## src/rtl/mac_pkg.sv

```systemverilog
// Shared widths, state encoding and saturation constant for the MAC dot-product sequencer.
// The MAC_SAT_EN macro selects saturating accumulation in mac_dot_sequencer.
package mac_pkg;

  localparam int OP_W   = 16;
  localparam int PROD_W = 32;
  localparam int ACC_W  = 35;

  localparam logic [ACC_W-1:0] ACC_MAX = 35'h7_FFFF_FFFF;

  typedef logic [1:0] state_t;

  localparam state_t ST_IDLE  = 2'd0;
  localparam state_t ST_RUN   = 2'd1;
  localparam state_t ST_DRAIN = 2'd2;
  localparam state_t ST_DONE  = 2'd3;

endpackage

```

## src/rtl/vedic_16x16.sv

```systemverilog
// Combinational 16x16 unsigned multiplier, Vedic (Urdhva) split into four 8x8 partial products.
module vedic_16x16 (
  input  logic [15:0] a,
  input  logic [15:0] b,
  output logic [31:0] p
);

  logic [15:0] ll;
  logic [15:0] lh;
  logic [15:0] hl;
  logic [15:0] hh;
  logic [16:0] mid;

  assign ll  = {8'b0, a[7:0]}  * {8'b0, b[7:0]};
  assign lh  = {8'b0, a[7:0]}  * {8'b0, b[15:8]};
  assign hl  = {8'b0, a[15:8]} * {8'b0, b[7:0]};
  assign hh  = {8'b0, a[15:8]} * {8'b0, b[15:8]};
  assign mid = {1'b0, lh} + {1'b0, hl};

  // Cross terms sit 8 bits up; the outer terms concatenate without overlap.
  assign p = {hh, ll} + {7'b0, mid, 8'b0};

endmodule

```

## src/rtl/mac_dot_sequencer.sv

```systemverilog
// Dot-product sequencer: streams operand pairs through vedic_16x16 into a 35-bit accumulator.
// Define MAC_SAT_EN for saturating accumulation; otherwise the accumulator wraps.
module mac_dot_sequencer #(
  parameter int LEN_W = 8,
  parameter int ACC_W = 35
) (
  input  logic             clk,
  input  logic             clr,
  input  logic             start,
  input  logic [LEN_W-1:0] len,
  input  logic [15:0]      a_in,
  input  logic [15:0]      b_in,
  input  logic             in_valid,
  output logic             in_ready,
  output logic [ACC_W-1:0] acc_out,
  output logic             done,
  output logic             busy,
  output logic             ovf
);

  import mac_pkg::*;

  state_t            state;
  logic [LEN_W-1:0]  cnt;
  logic [PROD_W-1:0] prod_q;
  logic [PROD_W-1:0] prod_w;
  logic              prod_v;
  logic [ACC_W-1:0]  acc;
  logic              ovf_q;
  logic [ACC_W:0]    sum;
  logic              carry;
  logic [ACC_W-1:0]  acc_nxt;
  logic              hs;

  vedic_16x16 u_mul (
    .a (a_in),
    .b (b_in),
    .p (prod_w)
  );

  // in_ready depends on state alone so the source never sees a loop through in_valid.
  assign in_ready = (state == ST_RUN);
  assign hs       = in_valid & in_ready;
  assign sum      = {1'b0, acc} + (ACC_W + 1)'(prod_q);
  assign carry    = sum[ACC_W];

  // NOTE: assign a default before any branch so always_comb never infers a latch.
  always_comb begin
    acc_nxt = sum[ACC_W-1:0];
`ifdef MAC_SAT_EN
    if (carry || ovf_q) acc_nxt = ACC_MAX;
`endif
  end

  // NOTE: sequential state uses non-blocking assignments so every register samples pre-edge values.
  always_ff @(posedge clk or posedge clr) begin
    if (clr) begin
      state  <= ST_IDLE;
      cnt    <= '0;
      prod_q <= '0;
      prod_v <= 1'b0;
      acc    <= '0;
      ovf_q  <= 1'b0;
    end else begin
      if (prod_v) begin
        acc   <= acc_nxt;
        ovf_q <= ovf_q | carry;
      end
      case (state)
        ST_IDLE: begin
          prod_v <= 1'b0;
          if (start) begin
            acc   <= '0;
            ovf_q <= 1'b0;
            if (len != '0) begin
              cnt   <= len;
              state <= ST_RUN;
            end else begin
              state <= ST_DONE;
            end
          end
        end
        ST_RUN: begin
          if (hs) begin
            prod_q <= prod_w;
            prod_v <= 1'b1;
            cnt    <= cnt - LEN_W'(1);
            if (cnt == LEN_W'(1)) state <= ST_DRAIN;
          end else begin
            prod_v <= 1'b0;
          end
        end
        ST_DRAIN: begin
          prod_v <= 1'b0;
          state  <= ST_DONE;
        end
        default: state <= ST_IDLE;
      endcase
    end
  end

  assign acc_out = acc;
  assign ovf     = ovf_q;
  assign done    = (state == ST_DONE);
  assign busy    = (state != ST_IDLE);

endmodule
```

## config.mk

```make
export PLATFORM = sky130hd
export DESIGN_NAME = mac_dot_sequencer
export DESIGN_NICKNAME = d
export VERILOG_FILES = /design/src/rtl/mac_pkg.sv /design/src/rtl/vedic_16x16.sv /design/src/rtl/mac_dot_sequencer.sv
export SDC_FILE = /design/constraint.sdc
export NUM_CORES = 1
export LEC_CHECK = 0
export ABC_AREA = 1
export CAP_MARGIN = 15
export CORE_ASPECT_RATIO = 0.8
export CORE_MARGIN = 2
export CORE_UTILIZATION = 60
export DETAILED_ROUTE_END_ITERATION = 8
export PLACE_DENSITY_LB_ADDON = 0.3
export SLEW_MARGIN = 0
export SYNTH_ARGS = -nofsm -noshare
export SYNTH_HDL_FRONTEND = slang
export SYNTH_HIERARCHICAL = 1
export SYNTH_SLANG_ARGS = --single-unit
```

## constraint.sdc

```tcl
create_clock -name clk -period 3.3 [get_ports clk]
set_input_delay 0.495 -clock clk [delete_from_list [all_inputs] [get_ports clk]]
set_output_delay 0.495 -clock clk [all_outputs]
set_load 0.02 [all_outputs]
```

==> impl_results.rst, run 1 <==
.. list-table::
   :header-rows: 1

   * - Metric
     - Value
   * - Number of flops mapped to enable cells by yosys
     - 0
   * - Area added between synthesis and finish
     - 26.87%
   * - Number of top-level pins
     - between 80 and 90
   * - Post-route DRC violation count
     - 0
   * - Cells after synthesis
     - 2403
   * - Portion of the clock cycle consumed by the worst path in the final layout
     - 188.2%
   * - Result of the run
     - finished, violations left
   * - Final hold viol count
     - 0
   * - Vias
     - ~16000
   * - Start of the worst register-to-register path
     - state[1]
   * - Global-route wire length before repair
     - roughly 76000 µm
   * - Drt total wl
     - about 49000 µm
   * - Hold Crit Start
     - prod_q[21]
   * - Depth of the CTS H-tree
     - 3
   * - Diode insertion count for antenna repair
     - 0
   * - WHS Path Cells
     - 2
   * - Worst reg2reg endpoint
     - prod_q[9]
   * - Post-detailed-placement half-perimeter wirelength
     - ~37000 µm
   * - Number of max-capacitance violations reported
     - 0
   * - Cell type with the highest aggregate area in the netlist
     - fa_1
   * - Die area
     - roughly 0.028 mm²
   * - Crit path launch type
     - input port
   * - Core Area
     - roughly 0.026 mm²
   * - Number of global-route vias before repair
     - 16100
   * - Slew of the pin with the lowest slew margin
     - 0.9901 ns
   * - Crit path time final
     - between 6 and 7 ns
   * - Post-synth cell types
     - 43
   * - Highest layer used for signal routing
     - met4
   * - Clk buf depth
     - 2
   * - Drt via density
     - approximately 5.3
   * - Syn avg cell area
     - 6.750 µm²
   * - Number of antenna violations at the first check in global routing
     - 0
   * - Final worst slack
     - -2.911 ns
   * - Cell area after technology mapping
     - 0.01622 mm²
   * - Worst Reg-to-Reg Cells
     - 7
   * - Unrepaired setup endpoints after global routing
     - yes
   * - Count of yosys warnings during synthesis
     - 6
   * - Nets in the synthesized netlist
     - between 2000 and 3000
   * - Count of final max-slew check failures
     - 0
   * - Asr flop ratio synth
     - 100.0%
   * - Area contributors post-synth
     - fa_1 (21%), nand2_1 (16%), ha_1 (15%)
   * - Width of the die
     - ~190 µm
   * - Final layout net count
     - 3059
   * - Clock-pin slew on the worst setup and hold paths
     - roughly 0.060 ns
   * - Pin count of the biggest net entering global routing
     - 54
   * - Most used flip-flop cell after synthesis
     - dfrtp_1
   * - Root Buffer
     - clkbuf_16
   * - Initial Util
     - about 61%
   * - Gr usage total
     - 33.67%
   * - Area share of the largest cell type after synthesis
     - a little over a fifth
   * - Signal arrival time at the worst endpoint
     - around 6.5 ns
   * - CP max FO
     - 5
   * - Tightest slew margin relative to the limit
     - ~34%
   * - End point of the most critical hold path
     - prod_q[21]
   * - Worst R2R Setup Slack
     - approximately 0.91 ns
   * - Setup violations, final
     - 27
   * - First-pass iteration count of the detailed router
     - 6
   * - Die height
     - around 150 µm
   * - Overflow left after global routing
     - 0
   * - Critical path's largest stage delay
     - around 0.60 ns
   * - Core Rows
     - 53
   * - Number of buffers inserted during clock tree synthesis
     - 9
   * - Required time of the critical path
     - 3.54 ns
   * - Met1 layer wirelength in the final routing
     - between 20000 and 25000 µm
   * - Violated checks
     - negative setup slack
   * - Number of hold buffers added after CTS
     - 0
   * - Starting DRC count in detailed routing
     - between 1000 and 1500
   * - Share of layout cells above drive strength 1
     - 21.39%
   * - Crit. End Element
     - flip-flop
   * - Number of clock sinks
     - 79
   * - Post-detailed-placement cell area
     - between 0.015 and 0.02 mm²
   * - Setup skew after layout
     - around 0.012 ns
   * - Final sum of negative setup slack
     - -59.83 ns
   * - Detailed-route wire length per cell
     - approximately 16 µm
   * - Count of port buffers added during placement
     - between 80 and 90
   * - Post-route design area
     - approximately 0.021 mm²
   * - Worst setup path class
     - in -> reg
   * - Global placement routability congestion
     - between 0.9 and 1
   * - Highest-delay cell along the critical path
     - fa_1
   * - Met3 Routed Length
     - approximately 3800 µm
   * - DRT antenna net count
     - 0
   * - Routed wl met2
     - 23010 µm
   * - Later-pin clock latency in the skew report
     - 0.36 ns
   * - Post-synthesis sequential area ratio
     - 12.19%
   * - Setup crit start
     - b_in[9]
   * - Register bit count reported by yosys
     - about 80
   * - Worst hold path type
     - reg -> reg
   * - Fmax achieved
     - roughly 160 MHz
   * - Clock tree from TritonCTS
     - yes
-- worst max-delay path, delay by kind of cell --
kind / cells / cell delay, ns
AOI/OAI and AO/OA: 4 / 0.58
xor gates and xnor gates: 1 / 0.13
adders and majority gates: 8 / 3.62
buffers and inverters: 8 / 0.56
and+or+nand+nor: 12 / 1.05
-- cell usage in the layout (no fill, tap or decap), types with 46 or more instances in the layout --
master             n
dfrtp_1           78
inv_1            558
fa_1             162
a21oi_1           61
clkdlybuf4s50_1   51
nor2_1           119
nand3_1           88
nand2_2           71
buf_6             46
o21ai_0           46
inv_2             54
nand2_1          651
ha_1             161
buf_4            196
-- stage by stage --
stage	hold slack, ns	cells	setup WS, ns	util [%]
2_1_floorplan	0.4459	2403	-2.939	-
3_3_place_gp	0.4744	2961	-3.591	72.13
3_5_place_dp	0.4784	2961	-3.771	72.13
4_1_cts	0.4938	3004	-2.921	75.70
5_1_grt	0.5247	3013	-3.182	77.97
6_report	0.4954	3013	-2.911	77.97
-- kinds of logic (layout without fill, tap and decap cells) --
| kind of cell | after synthesis | in the layout | share of synthesized area, % |
|---|---|---|---|
| buf+inv | 699 | 952 | 16.23 |
| simple gates | 1015 | 1015 | 25.94 |
| compound gates | 188 | 188 | 6.519 |
| xor+xnor | 58 | 58 | 3.132 |
| fa+ha+maj | 364 | 364 | 35.99 |
| flops | 79 | 79 | 12.19 |
-- Yosys cell counts, drive strengths merged, types with 9 or more instances --
| cell | instances |
|---|---|
| nand3 | 98 |
| o211ai | 9 |
| nor2 | 134 |
| nor3 | 14 |
| a21oi | 88 |
| xnor2 | 21 |
| dfrtp | 79 |
| fa | 171 |
| inv | 615 |
| o21ai | 60 |
| nand2 | 741 |
| clkbuf | 79 |
| o21bai | 10 |
| nand4 | 16 |
| ha | 193 |
| xor2 | 37 |
-- state kept, by name, summed over array words and instances, names as in the netlist --
name	count
prod_q	32
acc_out	35
state	2
prod_v	1
cnt	8
ovf	1
-- per-layer routing --
metal / global-route usage (%) / vias to the layer above
li1: - / 7607
met5: 0 / -
met2: 57.46 / 642
met3: 5.491 / 130
met4: 6.811 / 0
met1: 45.67 / 7678
-- final cells by class --
type / count / area (µm²)
fill: 1927 / 5816
sequential: 79 / 1978
timing repair buffer: 321 / 2815
tap: 357 / 446.7
multi-input combinational: 1625 / 12720
clock buffer: 10 / 229.0
inverter: 615 / 2315
clock inverter: 6 / 68.82
-- how the worst max path moves through the flow --
stage / slack [ns] / end
after floorplan: -2.94 / prod_q[31]
after global placement: -3.59 / prod_q[31]
after detailed placement: -3.77 / prod_q[30]
after CTS: -2.92 / prod_q[30]
after global routing: -3.18 / prod_q[30]
final: -2.91 / prod_q[29]
-- timing repair --
action,CTS,global route
resized for setup,260,174
setup endpoints to repair,28,27
buffers inserted,29,18
pin swaps,102,107
Power of run 1 is left out: the tool's default activity adds up to more than one toggle a clock period on the data nets, which glitch-free logic cannot reach.
==> run 2, diff against run 1 <==
Settings changed: SLEW_MARGIN 0 to unset.
==> results of run 2 <==
No change in the layout: final DEF, timing and power equal those of run 1.
Power of run 2 is left out for the same reason.
==> run 3, diff against run 2 <==
Settings changed: CORE_MARGIN 2 to 1.5.
==> run 3 against run 2 <==
  * The flow still finishes with violations (negative setup slack)
  * Cell count grew 0.80%
  * Hold slack got worse by 0.0056 ns
  * Clock skew grew 0.00060 ns
  * Routed wire length grew 13%
  * Critical endpoint is now prod_q[28]
==> impl_results.rst, run 3 (same netlist as run 1, synthesis figures left out) <==
.. list-table::
   :header-rows: 1

   * - Metric
     - Value
   * - Initial Util
     - 61.45% (unchanged)
   * - Required time of the critical path
     - 3.54 ns (about the same)
   * - Later-pin clock latency in the skew report
     - 0.36 ns (about the same)
   * - Count of final max-slew check failures
     - 0 (unchanged)
   * - Clock-pin slew on the worst setup and hold paths
     - 0.06 ns (about the same)
   * - DP Worst Slack
     - -3.825 ns (-0.05449 ns)
   * - Result of the run
     - finished, violations left
   * - Root Buffer
     - clkbuf_16
   * - Critical path's largest stage delay
     - 0.67 ns (+0.07 ns)
   * - Area added between synthesis and finish
     - 30.22%
   * - CP max FO
     - 6 (+1)
   * - Depth of the CTS H-tree
     - 3 (unchanged)
   * - Highest-delay cell along the critical path
     - fa_1
   * - Vias
     - 16910 (+5.3%)
   * - Count of port buffers added during placement
     - 82 (unchanged)
   * - Drt total wl
     - 55520 µm (+13%)
   * - Global placement routability congestion
     - 0.9883 (+3.1%)
   * - Post-route DRC violation count
     - 0 (unchanged)
   * - Portion of the clock cycle consumed by the worst path in the final layout
     - 200.5% (+12 points)
   * - Die area
     - 0.02803 mm² (-1.2%)
   * - Signal arrival time at the worst endpoint
     - 6.86 ns (+0.41 ns)
   * - Commonest non-fill, non-tap cells in the layout
     - nand2_1 (641), inv_1 (545), buf_4 (201)
   * - Pin count of the biggest net entering global routing
     - 80 (+48%)
   * - Final sum of negative setup slack
     - -66.78 ns (-6.946 ns)
   * - Detailed-route wire length per cell
     - 18.28 µm (+12%)
   * - Number of buffers inserted during clock tree synthesis
     - 9 (unchanged)
   * - Core Area
     - 0.02639 mm² (unchanged)
   * - Setup skew after layout
     - 0.01282 ns (+0.0006020 ns)
   * - First-pass iteration count of the detailed router
     - 6 (unchanged)
   * - Gr usage total
     - 35.77% (+2.1 points)
   * - Fmax achieved
     - 151.1 MHz (-6.1%)
   * - Final worst slack
     - -3.318 ns (-0.4063 ns)
   * - Width of the die
     - 186.8 µm (-0.53%)
   * - Tightest slew margin relative to the limit
     - 27.38% (-6.5 points)
   * - Worst hold-check slack
     - 0.4898 ns (-0.005586 ns)
   * - Dominant delay contributor by cell family on the critical path
     - adder cells
   * - Worst setup path class
     - in -> reg
   * - Clock tree from TritonCTS
     - yes
   * - Core Rows
     - 53 (unchanged)
   * - Buffers & Inverters on Critical Path
     - 7 (-1)
   * - Worst hold path type
     - reg -> reg
   * - Share of layout cells above drive strength 1
     - 23.78% (+2.4 points)
   * - Unrepaired setup endpoints after global routing
     - yes
   * - Crit path launch type
     - input port
   * - Most frequent CP cell
     - nand2_1
   * - Crit. End Element
     - flip-flop
   * - Post-detailed-placement half-perimeter wirelength
     - 37110 µm (+0.55%)
   * - Number of clock sinks
     - 79 (unchanged)
   * - Number of antenna violations at the first check in global routing
     - 1 (+1)
   * - Starting DRC count in detailed routing
     - 1569 (+38%)
   * - Crit path time final
     - 6.618 ns (+0.4063 ns)
   * - Clk buf depth
     - 2 (unchanged)
   * - Number of hold buffers added after CTS
     - 0 (unchanged)
   * - Drt via density
     - 5.569 (+4.5%)
   * - Setup violations, final
     - 27 (unchanged)
   * - Largest register FFs
     - 35 (unchanged)
   * - Number of max-capacitance violations reported
     - 0 (unchanged)
   * - Slew of the pin with the lowest slew margin
     - 1.088 ns (+0.09803 ns)
   * - Violated checks
     - negative setup slack
   * - Die height
     - 150.1 µm (-0.66%)
   * - Number of global-route vias before repair
     - 16630 (+3.3%)
   * - DRT antenna net count
     - 0 (unchanged)
   * - Number of top-level pins
     - 83 (unchanged)
   * - Overflow left after global routing
     - 0 (unchanged)
   * - Share of the core filled with cells in the final layout
     - 80.02% (+2.1 points)
   * - Final layout net count
     - 3082 (+0.75%)
   * - Leading cell type in the layout, fill and taps excluded
     - nand2_1
   * - Final hold viol count
     - 0 (unchanged)
   * - Global-route wire length before repair
     - 79770 µm (+4.5%)
[run 3: final cells by class]
class	instances	area, µm²
repair buffers	344	3142
fillers	1727	5273
multi-input cells	1625	12960
clock inverters	7	55.05
diodes	1	2.502
flip-flops and latches	79	1978
inverters	615	2315
clock buffers	9	225.2
well taps	357	446.7
[run 3: per-layer routing]
| metal | routed length [µm] | GRT usage [%] | share of wire (%) | vias to the layer above |
|---|---|---|---|---|
| met1 | 21600 | 46.78 | 39 | 7917 |
| met2 | 24860 | 59.48 | 45 | 1029 |
| met5 | 0 | 0 | 0 | - |
| li1 | - | - | - | 7644 |
| met3 | 5846 | 6.895 | 11 | 323 |
| met4 | 3213 | 12.86 | 5.8 | 0 |
[run 3: worst min-delay path: cells and delay by family (launching register included)]
family           cells  cell delay (ns)
AND/OR/NAND/NOR      2             0.11
flip-flops           1             0.35
[run 3: path summary, 6_finish.rpt]
path	start	slack, ns	cells after the start	endpoint
min	prod_q[24]	0.49	2	prod_q[24]
min in group asynchronous	clr	0.55	3	acc_out[30]
min reg2reg	prod_q[24]	0.49	2	prod_q[24]
max in group asynchronous	clr	2.38	3	acc_out[12]
max	b_in[14]	-3.32	35	prod_q[28]
max reg2reg	state[1]	0.65	7	prod_q[12]
[run 3: timing repair]
| action | 4_1_cts | 5_1_grt |
|---|---|---|
| setup buffers | 46 | 21 |
| gates cloned | 0 | 0 |
| pin swaps | 127 | 144 |
| gates resized for setup | 313 | 216 |
| endpoints found under the setup margin | 28 | 28 |
[run 3: metrics by stage]
step                      cell area, µm²  std cells
after floorplan                    16980       2403
after global placement             19040       2962
after detailed placement           19040       2962
after CTS                          20240       3022
after global routing               21120       3037
final                              21120       3037
Power of run 3 is left out for the same reason.
